--- src/rtl/bf_mem_responder.sv ---
// Memory-side responder for the Brainfuck processor bus: host program loader, program store, tape.
// Optional tape-write monitor outputs are enabled by defining BF_MEM_WRITE_MON_EN.
module bf_mem_responder #(
    parameter int PROG_DEPTH = 64,
    parameter int DATA_DEPTH = 32
) (
    input  logic       clk,
    input  logic       rst_n,
`ifdef BF_MEM_WRITE_MON_EN
    output logic       mon_valid,
    output logic [7:0] mon_addr,
    output logic [7:0] mon_data,
`endif
    input  logic       load_valid,
    output logic       load_ready,
    input  logic [7:0] load_data,
    input  logic       load_last,
    input  logic       host_restart,
    output logic       load_ovf,
    output logic       cpu_rst_n,
    input  logic       bus_write,
    input  logic       bus_addr,
    input  logic       bus_instr,
    input  logic [4:0] bus_pc_ext,
    input  logic [7:0] bus_din,
    output logic [7:0] bus_dout,
    output logic       bus_oe
);

    localparam int PA_W = $clog2(PROG_DEPTH);
    localparam int DA_W = $clog2(DATA_DEPTH);
    localparam int AW   = (PA_W > DA_W) ? PA_W : DA_W;
    localparam int LP_W = PA_W + 1;
    localparam logic [LP_W-1:0] LP_MAX = LP_W'(PROG_DEPTH);
    localparam logic [12:0]     PMASK  = 13'(PROG_DEPTH - 1);
    localparam logic [7:0]      DMASK  = 8'(DATA_DEPTH - 1);

    typedef enum logic {ST_LOAD = 1'b0, ST_RUN = 1'b1} state_t;

    state_t          state_q, state_d;
    logic [LP_W-1:0] lptr_q, lptr_d;
    logic            ovf_q, ovf_d;
    logic            cpu_rst_n_q, cpu_rst_n_d;
    logic [AW-1:0]   aptr_q, aptr_d;
    logic            space_q, space_d;   // 1 = program store, 0 = tape
    logic [7:0]      prog_q [PROG_DEPTH];
    logic [7:0]      prog_d [PROG_DEPTH];
    logic [7:0]      tape_q [DATA_DEPTH];
    logic [7:0]      tape_d [DATA_DEPTH];
    logic            tape_we;
    logic            run;
    logic [7:0]      rd_data;

    always_comb begin
        state_d = state_q;
        lptr_d  = lptr_q;
        ovf_d   = ovf_q;
        aptr_d  = aptr_q;
        space_d = space_q;
        prog_d  = prog_q;
        tape_d  = tape_q;
        tape_we = 1'b0;
        case (state_q)
            ST_LOAD: begin
                if (load_valid) begin
                    // Bytes past the end of the program store are dropped but flagged.
                    if (lptr_q < LP_MAX) begin
                        prog_d[lptr_q[PA_W-1:0]] = load_data;
                        lptr_d = lptr_q + 1'b1;
                    end else begin
                        ovf_d = 1'b1;
                    end
                    if (load_last) begin
                        state_d = ST_RUN;
                    end
                end
            end
            ST_RUN: begin
                if (host_restart) begin
                    state_d = ST_LOAD;
                    lptr_d  = '0;
                    ovf_d   = 1'b0;
                    for (int i = 0; i < DATA_DEPTH; i++) begin
                        tape_d[i] = 8'h00;
                    end
                end else if (bus_write) begin
                    if (bus_addr) begin
                        space_d = bus_instr;
                        if (bus_instr) begin
                            aptr_d = AW'({bus_pc_ext, bus_din} & PMASK);
                        end else begin
                            aptr_d = AW'(bus_din & DMASK);
                        end
                    end else if (!space_q) begin
                        tape_d[aptr_q[DA_W-1:0]] = bus_din;
                        tape_we = 1'b1;
                    end
                end
            end
            default: state_d = ST_LOAD;
        endcase
        cpu_rst_n_d = (state_d == ST_RUN);
    end

    always_ff @(posedge clk or negedge rst_n) begin
        if (!rst_n) begin
            state_q     <= ST_LOAD;
            lptr_q      <= '0;
            ovf_q       <= 1'b0;
            cpu_rst_n_q <= 1'b0;
            aptr_q      <= '0;
            space_q     <= 1'b0;
            for (int i = 0; i < PROG_DEPTH; i++) begin
                prog_q[i] <= 8'h00;
            end
            for (int i = 0; i < DATA_DEPTH; i++) begin
                tape_q[i] <= 8'h00;
            end
        end else begin
            state_q     <= state_d;
            lptr_q      <= lptr_d;
            ovf_q       <= ovf_d;
            cpu_rst_n_q <= cpu_rst_n_d;
            aptr_q      <= aptr_d;
            space_q     <= space_d;
            prog_q      <= prog_d;
            tape_q      <= tape_d;
        end
    end

    assign run     = (state_q == ST_RUN);
    assign rd_data = space_q ? prog_q[aptr_q[PA_W-1:0]] : tape_q[aptr_q[DA_W-1:0]];

    // The block only drives when the processor is not driving.
    assign bus_oe     = run & ~bus_write;
    assign bus_dout   = bus_oe ? rd_data : 8'h00;
    assign load_ready = (state_q == ST_LOAD);
    assign load_ovf   = ovf_q;
    assign cpu_rst_n  = cpu_rst_n_q;

`ifdef BF_MEM_WRITE_MON_EN
    logic       mon_valid_q, mon_valid_d;
    logic [7:0] mon_addr_q, mon_addr_d;
    logic [7:0] mon_data_q, mon_data_d;

    always_comb begin
        mon_valid_d = tape_we;
        mon_addr_d  = mon_addr_q;
        mon_data_d  = mon_data_q;
        if (tape_we) begin
            mon_addr_d = 8'(aptr_q[DA_W-1:0]);
            mon_data_d = bus_din;
        end
    end

    always_ff @(posedge clk or negedge rst_n) begin
        if (!rst_n) begin
            mon_valid_q <= 1'b0;
            mon_addr_q  <= 8'h00;
            mon_data_q  <= 8'h00;
        end else begin
            mon_valid_q <= mon_valid_d;
            mon_addr_q  <= mon_addr_d;
            mon_data_q  <= mon_data_d;
        end
    end

    assign mon_valid = mon_valid_q;
    assign mon_addr  = mon_addr_q;
    assign mon_data  = mon_data_q;
`endif

endmodule

--- config.mk ---
export PLATFORM = sky130hd
export DESIGN_NAME = bf_mem_responder
export DESIGN_NICKNAME = d
export VERILOG_FILES = /design/src/rtl/bf_mem_responder.sv
export SDC_FILE = /design/constraint.sdc
export NUM_CORES = 1
export LEC_CHECK = 0
export CAP_MARGIN = 10
export CORE_AREA = 2 2 311 313
export CTS_CLUSTER_DIAMETER = 120
export DETAILED_ROUTE_END_ITERATION = 12
export DIE_AREA = 0 0 313 315
export SETUP_SLACK_MARGIN = 0.1
export SLEW_MARGIN = 40
export SYNTH_ARGS = -nofsm -noshare
export SYNTH_HDL_FRONTEND = slang
export SYNTH_SLANG_ARGS = --single-unit
--- constraint.sdc ---
create_clock -name clk -period 2.5 [get_ports clk]
set_input_delay 0.25 -clock clk [delete_from_list [all_inputs] [get_ports clk]]
set_output_delay 0.25 -clock clk [all_outputs]
set_load 0.02 [all_outputs]
==> flow_metrics.tcl, run 1 <==
set metrics [dict create \
    min_path_type "input pin to async pin" \
    synth_nets 2830 \
    netlist_area_mm2 0.03590 \
    setup_viol 8 \
    path_class "flip-flop to primary output" \
    cts_inserted_buffers 84 \
    syn-instance-count 2800 \
    die_width_um 313 \
    cp-start-kind "flip-flop" \
    route.detailed.drc 0 \
    placement_rows 114 \
    wl_per_cell_um 25.12 \
    synth.top_cell.area_share_pct 54.65 \
    clockBufferDepth 3 \
    clk_pin_slew_ns 0.06 \
    worstSetupEndpoint "bus_dout[5]" \
    rr_endpoint "prog_q[54]" \
    cp_slowest_cell "dfrtp_4" \
    ys_top_cells_by_area "dfrtp_1 (55%), mux2_2 (16%), mux4_2 (8.0%), o21ai_0 (3.9%), nand2_1 (3.8%)" \
    outcome "finished, violations left" \
    num_vias 25410 \
    initial_utilization_pct 37.51 \
    cts.sinks 784 \
    dp_cells 4242 \
    cp.arrival_ns 3.22 \
    crit_start "aptr_q[0]" \
    synth_edf_count 0 \
    slew_violations 0 \
    diodes 0 \
    fin_nets 3131 \
    drt_iter0_markers 2410 \
    power_density_mw_per_mm2 823.1 \
    crit_fanout 6 \
    io_pins 41 \
    yosys_warnings 0 \
    slew_headroom_pct 47.28 \
    fin_hold_ws_ns 0.1833 \
    async_flop_share_pct 100.0 \
    vias_per_cell 5.719 \
    synth.distinct_cells 64 \
    grt_pass1_wl_um 168900 \
    crit_top_cell "buf_4" \
    grt_pass1_vias 26110 \
    die_area_mm2 0.09860 \
    worstPathRequired_ns 2.25 \
    worstSkewPairLatency_ns 0.65 \
    finalWorstSetupSlack_ns -0.9688 \
    place.gp.congestion 0.9592 \
    synth_top_area_cell "dfrtp_1" \
    max_stage_delay_ns 0.53 \
    overflow 0 \
    end_kind "primary output" \
    track_usage_pct 22.65 \
    ant_nets 0 \
    htree_levels 3 \
    failed_checks "setup timing" \
    finalClockSkew_ns 0.02230 \
    ff2ff_setup_slack_ns 0.12 \
    r2r_start "cpu_rst_n" \
    antenna_found_initial 1 \
    avgSynthCellArea_um2 12.82 \
    ys.flop_type "dfrtp_1" \
    rsz0062_at_grt "yes" \
    ir_drop_mv 0.5576 \
    syn_to_final_growth_pct 22.49 \
    die_y_um 315 \
    core_area_mm2 0.09571 \
    routed_wl_um 111600 \
    crit_chain "buf_12 -> buf_16 -> buf_4 -> mux4_2 -> a22oi_2 -> nand4_1 -> buf_4 -> o21ai_4 -> a211oi_4 -> buf_6" \
    cts-root-buf "clkbuf_16" \
    cts_tree "done" \
    hold_violations 0 \
    drtPass1Iterations 7 \
    yosys_register_bits 784 \
    reg2regPathDepth 9 \
    ys_seq_area_share_pct 54.65 \
    period_share_pct 138.8 \
    min_period_ns 3.469 \
    grt_start_max_net_pins 92 \
    p_leak_nw 20.13 \
    maxCapViolations 0 \
    fmax_mhz 288.3 \
    drive_gt1_share_pct 41.36 \
    hpwl_um 77140 \
    port_buffers 35 \
    stdcell_count 4443 \
    tightestPinTransition_ns 0.7908 \
]
[critical path, delay by kind of cell, from the launching register on]
kind / cells / cell delay (ns)
buffers and inverters: 5 / 0.81
flip-flops: 1 / 0.53
AO/OA/AOI/OAI: 3 / 0.51
multiplexers: 1 / 0.44
AND/OR/NAND/NOR: 1 / 0.27
[how the worst min path moves through the flow]
stage | endpoint | depth (start not counted)
2_1_floorplan | aptr_q[0] | 0
3_3_place_gp | prog_q[60] | 1
3_5_place_dp | prog_q[45] | 1
4_1_cts | cpu_rst_n | 3
5_1_grt | prog_q[369] | 3
6_report | prog_q[15] | 2
[cell families (layout without fill, tap and decap cells)]
logic type,count (synthesis),after routing,synth area share (%)
fa+ha+maj,1,1,0.03485
buf+inv,196,563,2.583
compound gates,444,444,6.974
flops,784,784,54.65
xor+xnor,3,3,0.07320
simple gates,591,591,7.490
mux,781,781,28.20
[stage by stage]
| stage | power [W] | TNS, ns | worst slack [ns] | cell area [µm²] | util (%) |
|---|---|---|---|---|---|
| final | 0.03620 | -7.366 | -0.9688 | 43970 | 45.94 |
| after CTS | 0.03593 | -7.229 | -0.9543 | 43570 | 45.53 |
| after floorplan | 0.01857 | 0 | 0.1198 | 35910 | - |
| after global placement | 0.02268 | -15.36 | -1.142 | 40140 | 41.94 |
| after global routing | 0.03745 | -7.862 | -1.007 | 43970 | 45.94 |
| after detailed placement | 0.02282 | -15.00 | -1.169 | 40140 | 41.94 |
[timing repair]
item | in CTS | in global routing
hold endpoints to repair | 34 | 0
pin swaps | 29 | 15
buffers inserted | 26 | 16
resized for setup | 130 | 52
hold buffers | 1 | 0
gates cloned | 4 | 2
endpoints found under the setup margin | 10 | 173
[registers in the layout (all words and copies together), names as in the netlist]
signal / flops
prog_q: 512
space_q: 1
tape_q: 256
aptr_q: 6
lptr_q: 7
load_ovf: 1
cpu_rst_n: 1
[placed cells by master, fill, tap and decap left out, types with 24 or more instances in the layout]
| master | instances |
|---|---|
| nand2_2 | 30 |
| nand2_1 | 357 |
| o21ai_0 | 266 |
| dfrtp_1 | 782 |
| clkbuf_16 | 86 |
| a21oi_1 | 24 |
| buf_12 | 66 |
| mux2_2 | 520 |
| clkbuf_1 | 28 |
| nor2_1 | 62 |
| a22oi_1 | 37 |
| buf_4 | 285 |
| mux4_2 | 130 |
| mux2i_1 | 116 |
[cells in the mapped netlist, drive strengths merged, types with 4 or more instances]
cell,instances
mux4,131
nand3b,7
a22o,8
nor3,23
nand4b,4
and2,5
nand2b,11
mux2,523
nor4,7
a21oi,28
buf,74
clkbuf,112
dfrtp,784
nand3,24
o22ai,15
nor2b,8
nand4,11
inv,9
o21ai,309
mux2i,127
o211ai,4
a22oi,48
a211oi,9
nand2,390
or2,5
nor2,82
o32ai,5
[routing by layer]
metal	GRT usage, %	part of all wire, %	vias to the layer above
met5	0	0	-
met4	8.656	3.7	0
met3	4.309	6.9	223
met2	35.42	46	903
met1	31.33	43	13510
li1	-	-	10780
[power by group]
group	leakage, nW	switching [W]	total [W]	internal, W
Sequential	10.8	0.000570	0.0141	0.0135
Combinational	8.01	0.00528	0.00973	0.00445
Clock	1.34	0.00514	0.0124	0.00723
[area by class of cell]
class	count	area [µm²]
Fill cell	8428	51740
Clock inverter	24	292.8
Clock buffer	128	2427
Sequential cell	784	19630
Inverter	10	41.29
Tap cell	1276	1597
Multi-Input combinational cell	1820	15880
Timing Repair Buffer	401	4110
Note: power is estimated with default switching activity, not from simulation.
==> run 2, diff against run 1 <==
- SKIP_CTS_REPAIR_TIMING: default -> 1
==> flow_metrics.tcl, run 2 (same netlist as run 1, synthesis figures left out) <==
set metrics [dict create \
    finalClockSkew_ns 0.01785 \
    path_class "flip-flop to primary output" \
    cts.sinks 784 \
    htree_levels 3 \
    cts-root-buf "clkbuf_16" \
    rsz0062_at_grt "yes" \
    syn_to_final_growth_pct 21.82 \
    placement_rows 114 \
    cp.arrival_ns 3.35 \
    failed_checks "setup timing" \
    clockBufferDepth 3 \
    die_area_mm2 0.09860 \
    grt_pass1_wl_um 167200 \
    num_vias 25320 \
    layout.cells.most_common "dfrtp_1" \
    place.gp.congestion 0.9592 \
    regArea_mm2 0.01963 \
    min_period_ns 3.595 \
    ir_drop_mv 0.5696 \
    initial_utilization_pct 37.51 \
    min_path_type "input pin to async pin" \
    overflow 0 \
    p_leak_nw 20.03 \
    fmax_mhz 278.1 \
    final.setup.tns_ns -7.620 \
    die_y_um 315 \
    slew_headroom_pct 48.10 \
    multi_input_area_mm2 0.01581 \
    wl_per_cell_um 25.02 \
    hpwl_um 77140 \
    port_buffers 35 \
    fin_nets 3120 \
    mostFrequentLayoutCells "dfrtp_1 (782), mux2_2 (520), nand2_1 (358)" \
    core_area_mm2 0.09571 \
    cp-start-kind "flip-flop" \
    drtPass1Iterations 6 \
    end_kind "primary output" \
    finalWorstSetupSlack_ns -1.095 \
    setup_viol 8 \
    outcome "finished, violations left" \
    hold_violations 0 \
    largest_reg_flops 512 \
    track_usage_pct 22.37 \
    p_total_w 0.03593 \
    period_share_pct 143.8 \
    routed_wl_um 110900 \
    clk_pin_slew_ns 0.06 \
    worstPathRequired_ns 2.25 \
    worstSkewPairLatency_ns 0.65 \
    cts_tree "done" \
    drive_gt1_share_pct 40.65 \
    ant_nets 0 \
    power_density_mw_per_mm2 821.5 \
    slew_violations 0 \
    drt_iter0_markers 2343 \
    top_register "prog_q" \
    grt_start_max_net_pins 92 \
    crit_fanout 8 \
    maxCapViolations 0 \
    cts_inserted_buffers 84 \
    route.detailed.drc 0 \
    vias_per_cell 5.713 \
    fill_cells 8454 \
    io_pins 41 \
    grt_pass1_vias 25850 \
    antenna_found_initial 1 \
    die_width_um 313 \
    reg2regPathDepth 9 \
    diodes 0 \
    top_regs "prog_q: 512 flops, tape_q: 256 flops, lptr_q: 7 flops" \
    tightestPinTransition_ns 0.7785 \
]
==> run 2: cell types whose count changed in the layout (fill, tap and decap cells not counted), sizes merged <==
cell    before  now
buf        379  365
clkbuf     130  134
bufbuf       1    0
==> run 2: final timing paths <==
kind / from / end / slack [ns]
hold / removal: rst_n / prog_q[15] / 0.18
setup reg to reg: cpu_rst_n / prog_q[54] / 0.14
min in group clk: load_data[1] / prog_q[369] / 0.19
setup / recovery: aptr_q[0] / bus_dout[5] / -1.10
max in group asynchronous: rst_n / tape_q[162] / 1.36
hold reg to reg: tape_q[236] / tape_q[236] / 0.48
==> run 2: routing by layer <==
layer  track usage [%]  wire length, µm
met1             31.35            47910
met2             34.89            51150
met3             3.901             7845
met4             8.341             3987
met5                 0                0
==> run 2: worst max-delay path: stages, from the launching register on <==
cell and delay, ns:
dfrtp_4 0.53, buf_12 0.18, buf_16 0.16, buf_12 0.14, mux4_2 0.53, a22oi_2 0.28
nand4_1 0.27, buf_4 0.23, o21ai_2 0.07, a211oi_2 0.13, buf_4 0.19
==> run 2: where the power goes <==
group	internal [W]	leakage (nW)	switching [W]
Combinational	0.00427	7.92	0.00519
Clock	0.00723	1.34	0.00515
Sequential	0.0135	10.8	0.000561
Total	0.0250	20.0	0.0109
==> run 2: stage by stage <==
| step | instance area (µm²) | hold WS (ns) | std cells | util (%) | setup WS, ns |
|---|---|---|---|---|---|
| finish | 43730 | 0.1787 | 4432 | 45.69 | -1.095 |
| CTS | 42860 | -0.4211 | 4394 | 44.78 | -1.874 |
| global placement | 40140 | 0.2563 | 4242 | 41.94 | -1.142 |
| floorplan | 35910 | -0.04559 | 2800 | - | 0.1198 |
| global route | 43730 | 0.2083 | 4432 | 45.69 | -1.083 |
| detailed placement | 40140 | 0.2698 | 4242 | 41.94 | -1.169 |
==> run 2: cell type report <==
class / instances / area share [%]
flip-flops and latches: 784 / 44.88
clock inverters: 24 / 0.6695
well taps: 1276 / 3.651
repair buffers: 390 / 9.012
clock buffers: 128 / 5.550
inverters: 10 / 0.09442
multi-input cells: 1820 / 36.14
==> run 3, diff against run 2 <==
- RECOVER_POWER: default -> 25
==> flow_metrics.tcl, run 3 (same netlist as run 1, synthesis figures left out) <==
set metrics [dict create \
    layout.cells.most_common "dfrtp_1" \
    power_density_mw_per_mm2 823.0 \
    top_regs "prog_q: 512 flops, tape_q: 256 flops, lptr_q: 7 flops" \
    clockBufferDepth 3 \
    initial_utilization_pct 37.51 \
    p_total_w 0.03589 \
    cp_slowest_cell "dfrtp_4" \
    slew_violations 49 \
    worstPathRequired_ns 2.25 \
    place_ws_ns -1.169 \
    grt_pass1_vias 25850 \
    routed_wl_um 110800 \
    htree_levels 3 \
    hold_violations 0 \
    crit_start "aptr_q[0]" \
    num_vias 25160 \
    place.gp.congestion 0.9592 \
    failed_checks "capacitance limit, slew limit, setup timing" \
    min_path_type "input pin to flip-flop" \
    finalWorstSetupSlack_ns -1.045 \
    worstSetupEndpoint "bus_dout[5]" \
    syn_to_final_growth_pct 21.49 \
    maxCapViolations 1 \
    cts_inserted_buffers 84 \
    path_class "flip-flop to primary output" \
    crit_buf_inv 5 \
    largest_reg_flops 512 \
    die_width_um 313 \
    tightestPinTransition_ns 1.767 \
    overflow 0 \
    dp_cells 4242 \
    drive_gt1_share_pct 40.59 \
    ir_drop_mv 0.5609 \
    drtPass1Iterations 9 \
    max_stage_delay_ns 0.53 \
    finalClockSkew_ns 0.02133 \
    fmax_mhz 282.1 \
    wl_per_cell_um 24.99 \
    placement_rows 114 \
    setup_viol 8 \
    die_y_um 315 \
    slew_headroom_pct -17.80 \
    final.setup.tns_ns -7.462 \
    period_share_pct 141.8 \
    crit_chain "buf_12 -> buf_16 -> buf_12 -> mux4_2 -> a22oi_2 -> nand4_1 -> buf_4 -> o21ai_2 -> a211oi_2 -> buf_4" \
    hold_path_depth 3 \
    crit_family "buffers and inverters" \
    cts_tree "done" \
    worstSkewPairLatency_ns 0.65 \
    ant_nets 0 \
    grt_pass1_wl_um 167200 \
    outcome "finished, violations left" \
    p_leak_nw 19.99 \
    drt_iter0_markers 2210 \
    cts-root-buf "clkbuf_16" \
    rsz0062_at_grt "yes" \
    stdcell_count 4432 \
    min_period_ns 3.545 \
    core_area_mm2 0.09571 \
    fin_nets 3120 \
    clk_pin_slew_ns 0.06 \
    cp.depth 10 \
    cp.arrival_ns 3.30 \
    vias_per_cell 5.677 \
    reg2regPathDepth 9 \
    cts.sinks 784 \
    r2r_start "cpu_rst_n" \
    cp-start-kind "flip-flop" \
    ff2ff_setup_slack_ns 0.14 \
    top_register "prog_q" \
    rr_endpoint "prog_q[54]" \
    die_area_mm2 0.09860 \
    fin_hold_ws_ns 0.1858 \
    hpwl_um 77140 \
    port_buffers 35 \
    antenna_found_initial 2 \
    io_pins 41 \
    grt_start_max_net_pins 92 \
    diodes 0 \
    mostFrequentLayoutCells "dfrtp_1 (782), mux2_2 (520), nand2_1 (358)" \
    end_kind "primary output" \
    route.detailed.drc 0 \
    track_usage_pct 22.37 \
    crit_fanout 8 \
]
[run 3: changes by cell type in the layout (fill, tap and decap cells not counted), sizes merged]
cell | before | now
buf | 365 | 351
clkbuf | 134 | 148
[run 3: per-stage QoR]
stage	util, %	area, µm²
global route	45.57	43610
finish	45.57	43610
detailed placement	41.94	40140
CTS	44.78	42860
floorplan	-	35910
global placement	41.94	40140
[run 3: where the power goes]
part	total [W]	switching, W	internal (W)
registers	0.0141	0.000560	0.0135
clock network	0.0124	0.00515	0.00723
logic	0.00943	0.00518	0.00425
total	0.0359	0.0109	0.0250
[run 3: final cells by class]
type,instances,area [µm²]
tap,1276,1597
fill,8474,52100
timing repair buffer,390,3822
clock inverter,24,292.8
sequential,784,19630
inverter,10,41.29
clock buffer,128,2427
multi-input combinational,1820,15810
[run 3: metal layers]
metal  share of wire [%]  vias up  global-route usage (%)
met4                 3.6        2                   8.341
met2                  46      876                   34.89
li1                    -    10750                       -
met5               0.012        -                       0
met1                  43    13320                   31.35
met3                 6.8      207                   3.901
[run 3: how the worst min path moves through the flow]
stage	endpoint	slack, ns	start
3_3_place_gp	prog_q[60]	0.26	rst_n
4_1_cts	prog_q[45]	-0.42	rst_n
2_1_floorplan	aptr_q[0]	-0.05	rst_n
5_1_grt	prog_q[369]	0.21	load_data[1]
3_5_place_dp	prog_q[45]	0.27	rst_n
6_report	prog_q[369]	0.19	load_data[1]
[run 3: worst register-to-register path: stages (launching register included)]
cell and delay [ns]:
dfrtp_1 0.40, buf_4 0.17, nor3b_2 0.18, buf_4 0.17, buf_4 0.18, nand2_1 0.18, nor3_4 0.22, buf_4 0.22
nand2_2 0.20, mux2_2 0.34
